File: src/rtl/legv8_pkg.sv
// LEGv8 shared constants: register/data widths, zero-register index
// and load-size encodings.
package legv8_pkg;

   localparam int DATA_W = 64;
   localparam int ADDR_W = 5;

   localparam logic [4:0] XZR_IDX = 5'd31;

   typedef enum logic [1:0] {
      LD_BYTE   = 2'b00,
      LD_HALF   = 2'b01,
      LD_WORD   = 2'b10,
      LD_DOUBLE = 2'b11
   } ld_size_e;

endpackage

File: src/rtl/wb_load_align.sv
// Load sizing: keeps the low byte/half/word/double of a memory word
// and zero- or sign-extends it to DATA_W.
module wb_load_align
   import legv8_pkg::*;
#(
   parameter int DATA_W = legv8_pkg::DATA_W
) (
   input  logic [DATA_W-1:0] data,
   input  logic [1:0]        size,
   input  logic              sgn,
   output logic [DATA_W-1:0] result
);

   always_comb begin
      result = data;
      unique case (size)
         LD_BYTE:
            result = {{(DATA_W-8){sgn & data[7]}},
                      data[7:0]};
         LD_HALF:
            result = {{(DATA_W-16){sgn & data[15]}},
                      data[15:0]};
         LD_WORD:
            result = {{(DATA_W-32){sgn & data[31]}},
                      data[31:0]};
         LD_DOUBLE:
            result = data;
         default:
            result = data;
      endcase
   end

endmodule

File: src/rtl/wb_writeback_unit.sv
// LEGv8 write-back unit: 2-entry skid queue feeding the register-file
// write port. Define WB_PERF_COUNT_EN to add retire/write counters.
module wb_writeback_unit
   import legv8_pkg::*;
#(
   parameter int DATA_W = legv8_pkg::DATA_W,
   parameter int ADDR_W = legv8_pkg::ADDR_W,
   parameter int DEPTH  = 2
) (
   input  logic              clk,
   input  logic              reset,
   input  logic              in_valid,
   output logic              in_ready,
   input  logic              in_reg_write,
   input  logic              in_mem_to_reg,
   input  logic [ADDR_W-1:0] in_write_reg,
   input  logic [DATA_W-1:0] in_alu_result,
   input  logic [DATA_W-1:0] in_mem_data,
   input  logic [1:0]        in_load_size,
   input  logic              in_load_signed,
   input  logic              wb_stall,
   output logic              REG_WRITE,
   output logic [ADDR_W-1:0] write_reg,
   output logic [DATA_W-1:0] writeData,
   output logic              fwd_valid,
   output logic [ADDR_W-1:0] fwd_reg,
   output logic [DATA_W-1:0] fwd_data,
`ifdef WB_PERF_COUNT_EN
   output logic [63:0]       retire_count,
   output logic [63:0]       write_count,
`endif
   output logic              retired
);

   localparam int PW = $clog2(DEPTH);
   localparam int CW = PW + 1;

   logic [DEPTH-1:0]  q_we;
   logic [ADDR_W-1:0] q_reg  [DEPTH];
   logic [DATA_W-1:0] q_data [DEPTH];

   logic [PW-1:0] wr_ptr;
   logic [PW-1:0] rd_ptr;
   logic [CW-1:0] count;

   logic [DATA_W-1:0] ld_data;
   logic [DATA_W-1:0] in_result;

   logic head_valid;
   logic head_real;
   logic push;
   logic pop;

   wb_load_align #(
      .DATA_W (DATA_W)
   ) u_align (
      .data   (in_mem_data),
      .size   (in_load_size),
      .sgn    (in_load_signed),
      .result (ld_data)
   );

   assign in_result = in_mem_to_reg ? ld_data : in_alu_result;

   assign in_ready   = (count < CW'(DEPTH));
   assign head_valid = (count != '0);
   assign push       = in_valid && in_ready;
   assign pop        = head_valid && !wb_stall;

   // Entries targeting XZR or not writing still drain through the queue.
   assign head_real = head_valid && q_we[rd_ptr] &&
                      (q_reg[rd_ptr] != ADDR_W'(XZR_IDX));

   always_ff @(posedge clk or posedge reset) begin
      if (reset) begin
         wr_ptr <= '0;
         rd_ptr <= '0;
         count  <= '0;
         q_we   <= '0;
         for (int i = 0; i < DEPTH; i++) begin
            q_reg[i]  <= '0;
            q_data[i] <= '0;
         end
      end else begin
         if (push) begin
            q_we[wr_ptr]   <= in_reg_write;
            q_reg[wr_ptr]  <= in_write_reg;
            q_data[wr_ptr] <= in_result;
            wr_ptr         <= wr_ptr + 1'b1;
         end
         if (pop) begin
            rd_ptr <= rd_ptr + 1'b1;
         end
         unique case ({push, pop})
            2'b10:   count <= count + 1'b1;
            2'b01:   count <= count - 1'b1;
            default: count <= count;
         endcase
      end
   end

   always_comb begin
      REG_WRITE = head_real && !wb_stall;
      fwd_valid = head_real;
      retired   = pop;
      write_reg = '0;
      writeData = '0;
      if (head_valid) begin
         write_reg = q_reg[rd_ptr];
         writeData = q_data[rd_ptr];
      end
      fwd_reg  = write_reg;
      fwd_data = writeData;
   end

`ifdef WB_PERF_COUNT_EN
   always_ff @(posedge clk or posedge reset) begin
      if (reset) begin
         retire_count <= '0;
         write_count  <= '0;
      end else begin
         if (pop) begin
            retire_count <= retire_count + 64'd1;
         end
         if (REG_WRITE) begin
            write_count <= write_count + 64'd1;
         end
      end
   end
`endif

endmodule

File: config.mk
export PLATFORM = sky130hd
export DESIGN_NAME = wb_writeback_unit
export DESIGN_NICKNAME = d
export VERILOG_FILES = /design/src/rtl/legv8_pkg.sv /design/src/rtl/wb_load_align.sv /design/src/rtl/wb_writeback_unit.sv
export SDC_FILE = /design/constraint.sdc
export NUM_CORES = 1
export LEC_CHECK = 0
export ABC_CLOCK_PERIOD_IN_PS = 6250
export CORE_MARGIN = 2
export CORE_UTILIZATION = 47
export CTS_BUF_LIST = sky130_fd_sc_hd__clkbuf_4 sky130_fd_sc_hd__clkbuf_8 sky130_fd_sc_hd__clkbuf_16
export CTS_CLUSTER_SIZE = 10
export DETAILED_ROUTE_END_ITERATION = 8
export GPL_ROUTABILITY_DRIVEN = 0
export PLACE_DENSITY = 0.84
export SYNTH_ARGS = -nofsm -noshare
export SYNTH_HDL_FRONTEND = slang
export SYNTH_HIERARCHICAL = 1
export SYNTH_SLANG_ARGS = --single-unit
File: constraint.sdc
create_clock -name clk -period 6.25 [get_ports clk]
set_input_delay 1.875 -clock clk [delete_from_list [all_inputs] [get_ports clk]]
set_output_delay 1.875 -clock clk [all_outputs]
set_load 0.05 [all_outputs]
* Word level (Yosys, flattened, before mapping) *
Cells that the tools add are included.

word-level totals
  input bits = 142
  output and inout port bits = 142
  bits in registers = 144
  bits in read-only memories = 0
  memories = 0
  memory bits (writable) = 0
  latch bits = 0

cells by class
  $lt $le $gt $ge = 7
  equal/unequal tests = 6
  div/mod/pow operators = 0
  reduce and logical (&&, ||, !) cells = 11
  bitwise gates (word level) = 5
  add/sub/neg operators = 4
  multiplexer cells = 22
  shift operators = 0
  $mul = 0

operators by type and width
  kind                                                                          count
  64-bit 2-to-1 mux                                                             6
  64-bit case mux with 4 select lines                                           1
  128-bit bitwise mux                                                           1
  64-bit demux with 1-bit select                                                1
  5-bit 2-to-1 mux                                                              5
  10-bit bitwise mux                                                            1
  1-bit logical AND                                                             7
  2-bit equality test, second input constant                                    3
  5-bit demux with 1-bit select                                                 1
  5-bit inequality test, second input constant                                  1
  2-bit by 1-bit equality test with 1-bit output, second input constant         2
  2-bit >= comparator, second input constant                                    2
  1-bit by 2-bit less-than comparator with 1-bit output, second input constant  2
  1-bit inverter with 2-bit output                                              2
  2-bit case mux with 2 select lines                                            1
  2-bit nonzero test                                                            2
  1-bit AND                                                                     3
  1-bit 2-to-1 mux                                                              3
  1-bit adder, second input constant                                            2
  2-bit by 1-bit adder with 2-bit output, second input constant                 1
  2-bit bitwise mux                                                             1
  2-bit zero test                                                               1
  2-bit by 1-bit less-than comparator with 1-bit output, second input constant  1
  2-bit less-than comparator, second input constant                             1
  other kinds (4)                                                               4

* Logic depth before layout (Yosys ltp) *
Gate-level depths: netlist (run 1).

  depth in word-level cells = 7
  gate-level depth with buffers = 6

* Cells and area by module *
Netlist (run 1), hierarchy kept.

modules (own cells, without submodules)
  module             area each (µm²)  instances  cells an instance  sequential area each (µm²)
  wb_writeback_unit  7722.4           1          756                3603.5
  wb_load_align      1021.0           1          149                0.0

* Worst setup path after synthesis (run 1) *
Ideal clock, no wire load.

  kind = input port to output port
  start point = input wb_stall
  end point = output REG_WRITE
  stages = 1
  data arrival time = 3430 ps
  buffers on the path = 0
  slack = 945 ps
  cells stage by stage = nor4_1

between the ends
  cells in the longest elaborated chain, start to end = 2

ends and longest elaborated chain
  element            RTL line                  text
  from (decl)        wb_writeback_unit.sv:21   input logic wb_stall,
  1-bit zero test    wb_writeback_unit.sv:103  REG_WRITE = head_real && !wb_stall;
  1-bit logical AND  wb_writeback_unit.sv:103
  to (decl)          wb_writeback_unit.sv:22   output logic REG_WRITE,

Every way passes these cells.

* Final worst setup path (run 1) *
Same ends and word-level chain as after synthesis.

==> results of run 1 <==
[worst min path at each step]
stage                             to  slack [ns]  cells past startpoint
after detailed placement  q_data[27]        0.47                      2
final                     q_data[32]        0.48                      2
after global placement    q_data[15]        0.46                      2
after global routing      q_data[21]        0.50                      2
after CTS                 q_data[27]        0.48                      2
after floorplan            q_data[0]        0.45                      2
[critical path, cell delays in order]
cell and delay [ns]:
sky130_fd_sc_hd__clkdlybuf4s50_1 0.42, sky130_fd_sc_hd__nor4_1 0.28, sky130_fd_sc_hd__clkdlybuf4s50_1 0.85
[cells in the mapped netlist, types with 3 or more instances]
master,number,area share
sky130_fd_sc_hd__a21oi_1,5,0.0029
sky130_fd_sc_hd__buf_6,11,0.014
sky130_fd_sc_hd__nand3_1,32,0.018
sky130_fd_sc_hd__mux2_1,4,0.0052
sky130_fd_sc_hd__xnor2_1,4,0.0040
sky130_fd_sc_hd__mux2i_1,132,0.15
sky130_fd_sc_hd__buf_2,33,0.019
sky130_fd_sc_hd__nand2b_1,3,0.0021
sky130_fd_sc_hd__dfrtp_1,144,0.41
sky130_fd_sc_hd__mux2_2,3,0.0039
sky130_fd_sc_hd__o21ai_0,70,0.040
sky130_fd_sc_hd__clkbuf_1,12,0.0052
sky130_fd_sc_hd__a21oi_2,60,0.060
sky130_fd_sc_hd__nand2_1,90,0.039
sky130_fd_sc_hd__o211ai_2,30,0.043
sky130_fd_sc_hd__o21ai_1,19,0.011
sky130_fd_sc_hd__mux2_4,6,0.010
sky130_fd_sc_hd__nor2_1,136,0.058
sky130_fd_sc_hd__buf_4,93,0.080
[layout by cell type, fill, tap and decap left out, types with 2 or more instances in the layout]
cell type and instances:
sky130_fd_sc_hd__clkdlybuf4s50_1 280, sky130_fd_sc_hd__buf_2 2, sky130_fd_sc_hd__nand4_1 2, sky130_fd_sc_hd__a21oi_2 60, sky130_fd_sc_hd__o21ai_0 70, sky130_fd_sc_hd__o21ai_1 19
sky130_fd_sc_hd__clkbuf_16 17, sky130_fd_sc_hd__a21oi_1 5, sky130_fd_sc_hd__mux2_2 3, sky130_fd_sc_hd__nand2b_1 2, sky130_fd_sc_hd__mux2i_1 132, sky130_fd_sc_hd__mux2_4 6
sky130_fd_sc_hd__nor2_1 135, sky130_fd_sc_hd__inv_6 4, sky130_fd_sc_hd__nand3_1 32, sky130_fd_sc_hd__o211ai_1 2, sky130_fd_sc_hd__buf_4 14, sky130_fd_sc_hd__o211ai_2 30
sky130_fd_sc_hd__xnor2_1 4, sky130_fd_sc_hd__clkinv_4 3, sky130_fd_sc_hd__clkinvlp_4 3, sky130_fd_sc_hd__dfrtp_1 143, sky130_fd_sc_hd__mux2i_4 2, sky130_fd_sc_hd__mux2_1 4
sky130_fd_sc_hd__nand2_1 90, sky130_fd_sc_hd__clkbuf_4 3, sky130_fd_sc_hd__buf_12 2
[through the flow]
stage / util / std cells / setup slack, ns
4_1_cts: 0.6374 / 1312 / 0.9418
3_5_place_dp: 0.6061 / 1281 / 0.9472
6_report: 0.6374 / 1312 / 0.9558
2_1_floorplan: - / 905 / 0.5087
5_1_grt: 0.6374 / 1312 / 0.8366
3_3_place_gp: 0.6061 / 1281 / 0.9393
[kinds of logic after synthesis]
group	count (synthesis)	synth area share
AND/OR/NAND/NOR	269	0.1262
AO/OA/AOI/OAI	186	0.1586
buffers and inverters	153	0.1221
multiplexers	147	0.1746
flip-flops	144	0.4121
XOR/XNOR	5	0.005008
adder cells (fa/ha/maj)	1	0.001431
[cell type report]
cell class	instances	area share
Multi-Input combinational cell	608	0.3554
Sequential cell	144	0.3129
Timing Repair Buffer	298	0.2566
Clock buffer	21	0.04005
Tap cell	229	0.02485
Clock inverter	10	0.009117
Inverter	2	0.001085
[per-layer routing]
metal,part of all wire,up-vias,global-route usage
li1,-,3343,-
met1,0.44,3253,0.2934
met2,0.48,219,0.3653
met3,0.056,37,0.05333
met4,0.024,2,0.08453
met5,0.00063,-,0
==> impl_metrics.xml, run 1 <==
<?xml version="1.0" encoding="UTF-8"?>
<metrics>
  <group name="critical_path">
    <metric name="worst_r2r_path_depth" unit="">4</metric>
    <metric name="worst_setup_path_end_kind" unit="">output port</metric>
    <metric name="reg2reg_slack" unit="ns">3.89</metric>
    <metric name="element_type_at_the_critical_path_start" unit="">input pin</metric>
    <metric name="crit_path_max_fanout" unit="">2</metric>
    <metric name="crit_end" unit="">REG_WRITE</metric>
    <metric name="timing.rr.start" unit="">count[1]</metric>
    <metric name="critical_path_class" unit="">input pin to output port</metric>
    <metric name="data_arrival_time_of_the_critical_path" unit="ns">3.42</metric>
    <metric name="critical_path_required" unit="ns">4.38</metric>
    <metric name="critical_path.reg2reg.endpoint" unit="">q_data[43]</metric>
    <metric name="crit_start" unit="">wb_stall</metric>
  </group>
  <group name="sta">
    <metric name="final.setup.tns" unit="ns">0</metric>
    <metric name="finalSetupViolations" unit="">0</metric>
    <metric name="worst_slew_margin_rel" unit="">0.2195</metric>
    <metric name="finalHoldViolCount" unit="">0</metric>
    <metric name="max_slew_violations" unit="">0</metric>
    <metric name="max_freq" unit="MHz">188.9</metric>
    <metric name="clock_skew" unit="ns">0.01132</metric>
    <metric name="layout_min_cycle_time" unit="ns">5.294</metric>
    <metric name="rsz0062_at_grt" unit="">false</metric>
    <metric name="final_min_period_over_clock_period" unit="">0.8471</metric>
    <metric name="holdWs" unit="ns">0.4794</metric>
    <metric name="slew_at_the_pin_with_the_worst_max_slew_slack" unit="ns">1.169</metric>
  </group>
  <group name="clocking">
    <metric name="cts-root-to-sink-buffers" unit="">2</metric>
    <metric name="htree_num_levels" unit="">4</metric>
    <metric name="ctsResizeCount" unit="">0</metric>
    <metric name="post_cts.repair.setup_buffers" unit="">0</metric>
    <metric name="cts_tree" unit="">yes</metric>
    <metric name="clock_sink_count" unit="">144</metric>
    <metric name="cts_hold_buf" unit="">0</metric>
    <metric name="cts_buffers" unit="">17</metric>
    <metric name="clk_root_buffer_cell" unit="">sky130_fd_sc_hd__clkbuf_16</metric>
    <metric name="clkTransAtPathRegs" unit="ns">0.06</metric>
    <metric name="clock_insertion_delay_worst_skew" unit="ns">0.42</metric>
  </group>
  <group name="detailed_routing">
    <metric name="routed_via_density" unit="">5.224</metric>
    <metric name="detail-route-antenna-nets" unit="">0</metric>
    <metric name="post_drt_wl_per_cell" unit="µm">16.82</metric>
    <metric name="route.detailed.drc" unit="">0</metric>
    <metric name="drt-total-wl" unit="µm">22070</metric>
    <metric name="dr.first_iter.drc_count" unit="">310</metric>
    <metric name="detail_route.first_pass.iterations" unit="">5</metric>
    <metric name="vias" unit="">6854</metric>
  </group>
  <group name="final_layout">
    <metric name="final_area" unit="µm²">11530</metric>
    <metric name="insertedDiodeCount" unit="">0</metric>
    <metric name="multi_input_area" unit="µm²">4098</metric>
    <metric name="final.fill_count" unit="">1520</metric>
    <metric name="drive_above_1_share" unit="">0.1440</metric>
    <metric name="number_of_flip_flops_under_the_largest_register_name" unit="">128</metric>
    <metric name="layout.area.seq" unit="µm²">3607</metric>
    <metric name="nNetsFinal" unit="">1214</metric>
    <metric name="area_delta_synth_final" unit="%">31.86</metric>
  </group>
  <group name="placed_design">
    <metric name="detailedPlacementHpwl" unit="µm">15710</metric>
    <metric name="placed_area" unit="µm²">10960</metric>
    <metric name="buffer_ports.inserted" unit="">283</metric>
  </group>
  <group name="floorplanning">
    <metric name="std_cell_rows" unit="">49</metric>
    <metric name="design.portCount" unit="">284</metric>
    <metric name="start_util" unit="">0.4834</metric>
    <metric name="die_h" unit="µm">140.4</metric>
    <metric name="core_area" unit="µm²">18090</metric>
    <metric name="design.die.area" unit="µm²">19710</metric>
    <metric name="die_x" unit="µm">140.4</metric>
  </group>
  <group name="synthesis">
    <metric name="netlist-cell-type-count" unit="">34</metric>
    <metric name="postSynthNetCount" unit="">1048</metric>
    <metric name="synth_async_sr_flop_share" unit="">1.000</metric>
    <metric name="synth_top_flop_cell" unit="">sky130_fd_sc_hd__dfrtp_1</metric>
    <metric name="area_of_the_mapped_netlist" unit="µm²">8743</metric>
    <metric name="ys_warn_count" unit="">6</metric>
    <metric name="postSynthRegisterBits" unit="">144</metric>
    <metric name="syn_inst" unit="">905</metric>
    <metric name="avgSynthCellArea" unit="µm²">9.661</metric>
    <metric name="synth_enable_flop_cells" unit="">0</metric>
    <metric name="ys_seq_area_frac" unit="">0.4121</metric>
  </group>
  <group name="global_routing">
    <metric name="grt_antenna_before_repair" unit="">1</metric>
    <metric name="grt.total_usage" unit="">0.2249</metric>
    <metric name="via_count_of_the_first_global_routing_pass" unit="">6807</metric>
    <metric name="grt_pass1_wl" unit="µm">34880</metric>
    <metric name="pin_count_of_the_biggest_net_entering_global_routing" unit="">109</metric>
    <metric name="globalRoute.totalOverflow" unit="">0</metric>
  </group>
  <group name="run">
    <metric name="cap_viol_max_count" unit="">0</metric>
  </group>
  <group name="worst_hold_path">
    <metric name="timing.hold.worst.class" unit="">flip-flop to flip-flop</metric>
    <metric name="hold_start" unit="">q_data[32]</metric>
  </group>
  <group name="run_status">
    <metric name="status" unit="">complete, no violations</metric>
  </group>
</metrics>
Power of run 1 is left out: the tool's default activity adds up to more than one toggle a clock period on the data nets, which glitch-free logic cannot reach.
==> inputs of run 2 (changes only) <==
--- a/config.mk
+++ b/config.mk
@@ -5,7 +5,7 @@
 export SDC_FILE = /design/constraint.sdc
 export NUM_CORES = 1
 export LEC_CHECK = 0
-export ABC_CLOCK_PERIOD_IN_PS = 6250
+export ABC_CLOCK_PERIOD_IN_PS = 5180
 export CORE_MARGIN = 2
 export CORE_UTILIZATION = 47
 export CTS_BUF_LIST = sky130_fd_sc_hd__clkbuf_4 sky130_fd_sc_hd__clkbuf_8 sky130_fd_sc_hd__clkbuf_16
==> constraint.sdc (replaced) <==
create_clock -name clk -period 5.18 [get_ports clk]
set_input_delay 1.554 -clock clk [delete_from_list [all_inputs] [get_ports clk]]
set_output_delay 1.554 -clock clk [all_outputs]
set_load 0.05 [all_outputs]
==> run 2 against run 1 <==
Compared with the run above: final cell count increased by 0.30%; global-route usage fell by 0.095 points; wire length decreased by 0.92%; register-to-register slack worse by 0.76 ns; clock skew down 0.0034 ns; critical endpoint unchanged; non-clock buffer count rose by 3; die area did not move; critical path depth unchanged; via count shrank 1.0%; sequential share of layout area shrank 0.39 points.
==> impl_metrics.xml, run 2 (synthesis gave the netlist of run 1 again) <==
<?xml version="1.0" encoding="UTF-8"?>
<metrics>
  <group name="detailed_routing">
    <metric name="vias" unit="">6785</metric>
    <metric name="post_drt_wl_per_cell" unit="µm">16.62</metric>
    <metric name="dr.first_iter.drc_count" unit="">423</metric>
    <metric name="drt-total-wl" unit="µm">21870</metric>
    <metric name="detail_route.first_pass.iterations" unit="">4</metric>
    <metric name="route.detailed.drc" unit="">0</metric>
    <metric name="detail-route-antenna-nets" unit="">0</metric>
    <metric name="routed_via_density" unit="">5.156</metric>
  </group>
  <group name="worst_hold_path">
    <metric name="timing.hold.worst.class" unit="">flip-flop to flip-flop</metric>
    <metric name="hold_start" unit="">q_data[31]</metric>
    <metric name="hold_path_end" unit="">q_data[31]</metric>
    <metric name="hold_depth" unit="">2</metric>
  </group>
  <group name="run_status">
    <metric name="status" unit="">complete, no violations</metric>
  </group>
  <group name="global_routing">
    <metric name="grt_pass1_wl" unit="µm">34720</metric>
    <metric name="globalRoute.totalOverflow" unit="">0</metric>
    <metric name="grt.total_usage" unit="">0.2239</metric>
    <metric name="grt_antenna_before_repair" unit="">2</metric>
    <metric name="via_count_of_the_first_global_routing_pass" unit="">6562</metric>
    <metric name="pin_count_of_the_biggest_net_entering_global_routing" unit="">71</metric>
  </group>
  <group name="clocking">
    <metric name="clock_sink_count" unit="">144</metric>
    <metric name="cts_hold_buf" unit="">0</metric>
    <metric name="clock_insertion_delay_worst_skew" unit="ns">0.42</metric>
    <metric name="post_cts.repair.setup_buffers" unit="">0</metric>
    <metric name="cts_tree" unit="">yes</metric>
    <metric name="clk_root_buffer_cell" unit="">sky130_fd_sc_hd__clkbuf_16</metric>
    <metric name="ctsResizeCount" unit="">0</metric>
    <metric name="htree_num_levels" unit="">4</metric>
    <metric name="clkTransAtPathRegs" unit="ns">0.06</metric>
    <metric name="cts_buffers" unit="">17</metric>
    <metric name="cts-root-to-sink-buffers" unit="">2</metric>
  </group>
  <group name="critical_path">
    <metric name="timing.critical_path.buf_inv" unit="">2</metric>
    <metric name="worst_path_most_repeated_cell" unit="">sky130_fd_sc_hd__clkdlybuf4s50_1</metric>
    <metric name="cp_cell_sequence" unit="">clkdlybuf4s50_1 &gt; nor4_1 &gt; clkdlybuf4s50_1</metric>
    <metric name="reg2reg_slack" unit="ns">3.13</metric>
    <metric name="cpLargestDelayFamily" unit="">buffers and inverters</metric>
    <metric name="worst_r2r_path_depth" unit="">4</metric>
    <metric name="crit_path_max_fanout" unit="">2</metric>
    <metric name="element_type_at_the_critical_path_start" unit="">input pin</metric>
    <metric name="critical_path_class" unit="">input pin to output port</metric>
    <metric name="critPathMaxStageDelay" unit="ns">0.84</metric>
    <metric name="worst_setup_path_end_kind" unit="">output port</metric>
    <metric name="critical_path_required" unit="ns">3.63</metric>
    <metric name="data_arrival_time_of_the_critical_path" unit="ns">3.08</metric>
    <metric name="timing.rr.start" unit="">wr_ptr</metric>
    <metric name="critPathSlowestCell" unit="">sky130_fd_sc_hd__clkdlybuf4s50_1</metric>
    <metric name="critical_path.reg2reg.endpoint" unit="">q_data[116]</metric>
  </group>
  <group name="sta">
    <metric name="max_slew_violations" unit="">0</metric>
    <metric name="max_freq" unit="MHz">215.9</metric>
    <metric name="slew_at_the_pin_with_the_worst_max_slew_slack" unit="ns">1.140</metric>
    <metric name="layout_min_cycle_time" unit="ns">4.631</metric>
    <metric name="holdWs" unit="ns">0.4749</metric>
    <metric name="final_min_period_over_clock_period" unit="">0.8940</metric>
    <metric name="clock_skew" unit="ns">0.007884</metric>
    <metric name="finalSetupViolations" unit="">0</metric>
    <metric name="worst_slew_margin_rel" unit="">0.2390</metric>
    <metric name="rsz0062_at_grt" unit="">false</metric>
    <metric name="final.setup.tns" unit="ns">0</metric>
    <metric name="finalHoldViolCount" unit="">0</metric>
  </group>
  <group name="final_layout">
    <metric name="drive_above_1_share" unit="">0.1464</metric>
    <metric name="number_of_flip_flops_under_the_largest_register_name" unit="">128</metric>
    <metric name="layout_commonest_cell" unit="">sky130_fd_sc_hd__clkdlybuf4s50_1</metric>
    <metric name="nNetsFinal" unit="">1217</metric>
    <metric name="final_cell_mix" unit="">sky130_fd_sc_hd__clkdlybuf4s50_1 (280), sky130_fd_sc_hd__dfrtp_1 (143), sky130_fd_sc_hd__nor2_1 (135)</metric>
    <metric name="area_delta_synth_final" unit="%">33.50</metric>
  </group>
  <group name="run">
    <metric name="cap_viol_max_count" unit="">0</metric>
  </group>
  <group name="floorplanning">
    <metric name="die_x" unit="µm">140.4</metric>
    <metric name="std_cell_rows" unit="">49</metric>
    <metric name="core_area" unit="µm²">18090</metric>
    <metric name="design.die.area" unit="µm²">19710</metric>
    <metric name="start_util" unit="">0.4834</metric>
    <metric name="die_h" unit="µm">140.4</metric>
    <metric name="design.portCount" unit="">284</metric>
  </group>
  <group name="placed_design">
    <metric name="buffer_ports.inserted" unit="">283</metric>
    <metric name="detailedPlacementHpwl" unit="µm">15920</metric>
  </group>
</metrics>
## run 2: cell count changes in the layout (fill, tap and decap cells not counted), sizes merged
cell	previous run	this run
buf	18	21
inv	5	4
clkinv	3	4
clkbuf	21	18
bufinv	1	4
diode	0	1
## run 2: layout make-up
cell class | count | area [µm²]
multi-input cells | 608 | 4098
inverters | 2 | 11.26
clock buffers | 18 | 439.2
well taps | 229 | 286.5
fillers | 1495 | 6414
flip-flops and latches | 144 | 3607
diodes | 1 | 2.502
repair buffers | 301 | 3043
clock inverters | 13 | 185.2
## run 2: per-stage QoR
step / setup slack (ns) / std cells / util / instance area [µm²]
detailed placement: 0.5337 / 1284 / 0.6107 / 11050
CTS: 0.5337 / 1315 / 0.6452 / 11670
global placement: 0.5136 / 1284 / 0.6107 / 11050
finish: 0.5493 / 1316 / 0.6454 / 11670
global route: 0.4242 / 1316 / 0.6454 / 11670
floorplan: 0.5172 / 905 / - / 8747
## run 2: metal layers
| layer | track usage | share of wire |
|---|---|---|
| met5 | 0 | 0 |
| met4 | 0.05529 | 0.012 |
| met3 | 0.05538 | 0.059 |
| met2 | 0.3720 | 0.49 |
| met1 | 0.2956 | 0.44 |
## run 2: worst max path at each step
| stage | startpoint | end | slack (ns) | depth (start not counted) |
|---|---|---|---|---|
| floorplan | wb_stall | REG_WRITE | 0.52 | 1 |
| global placement | wb_stall | REG_WRITE | 0.51 | 3 |
| detailed placement | wb_stall | REG_WRITE | 0.53 | 3 |
| CTS | wb_stall | REG_WRITE | 0.53 | 3 |
| global route | wb_stall | REG_WRITE | 0.42 | 3 |
| finish | wb_stall | REG_WRITE | 0.55 | 3 |
## run 2: tightest hold or removal path, delay by kind of cell, from the launching register on
| family | cells | cell delay (ns) |
|---|---|---|
| flops | 1 | 0.34 |
| compound gates | 1 | 0.06 |
| simple gates | 1 | 0.05 |
Power of run 2 is left out for the same reason.
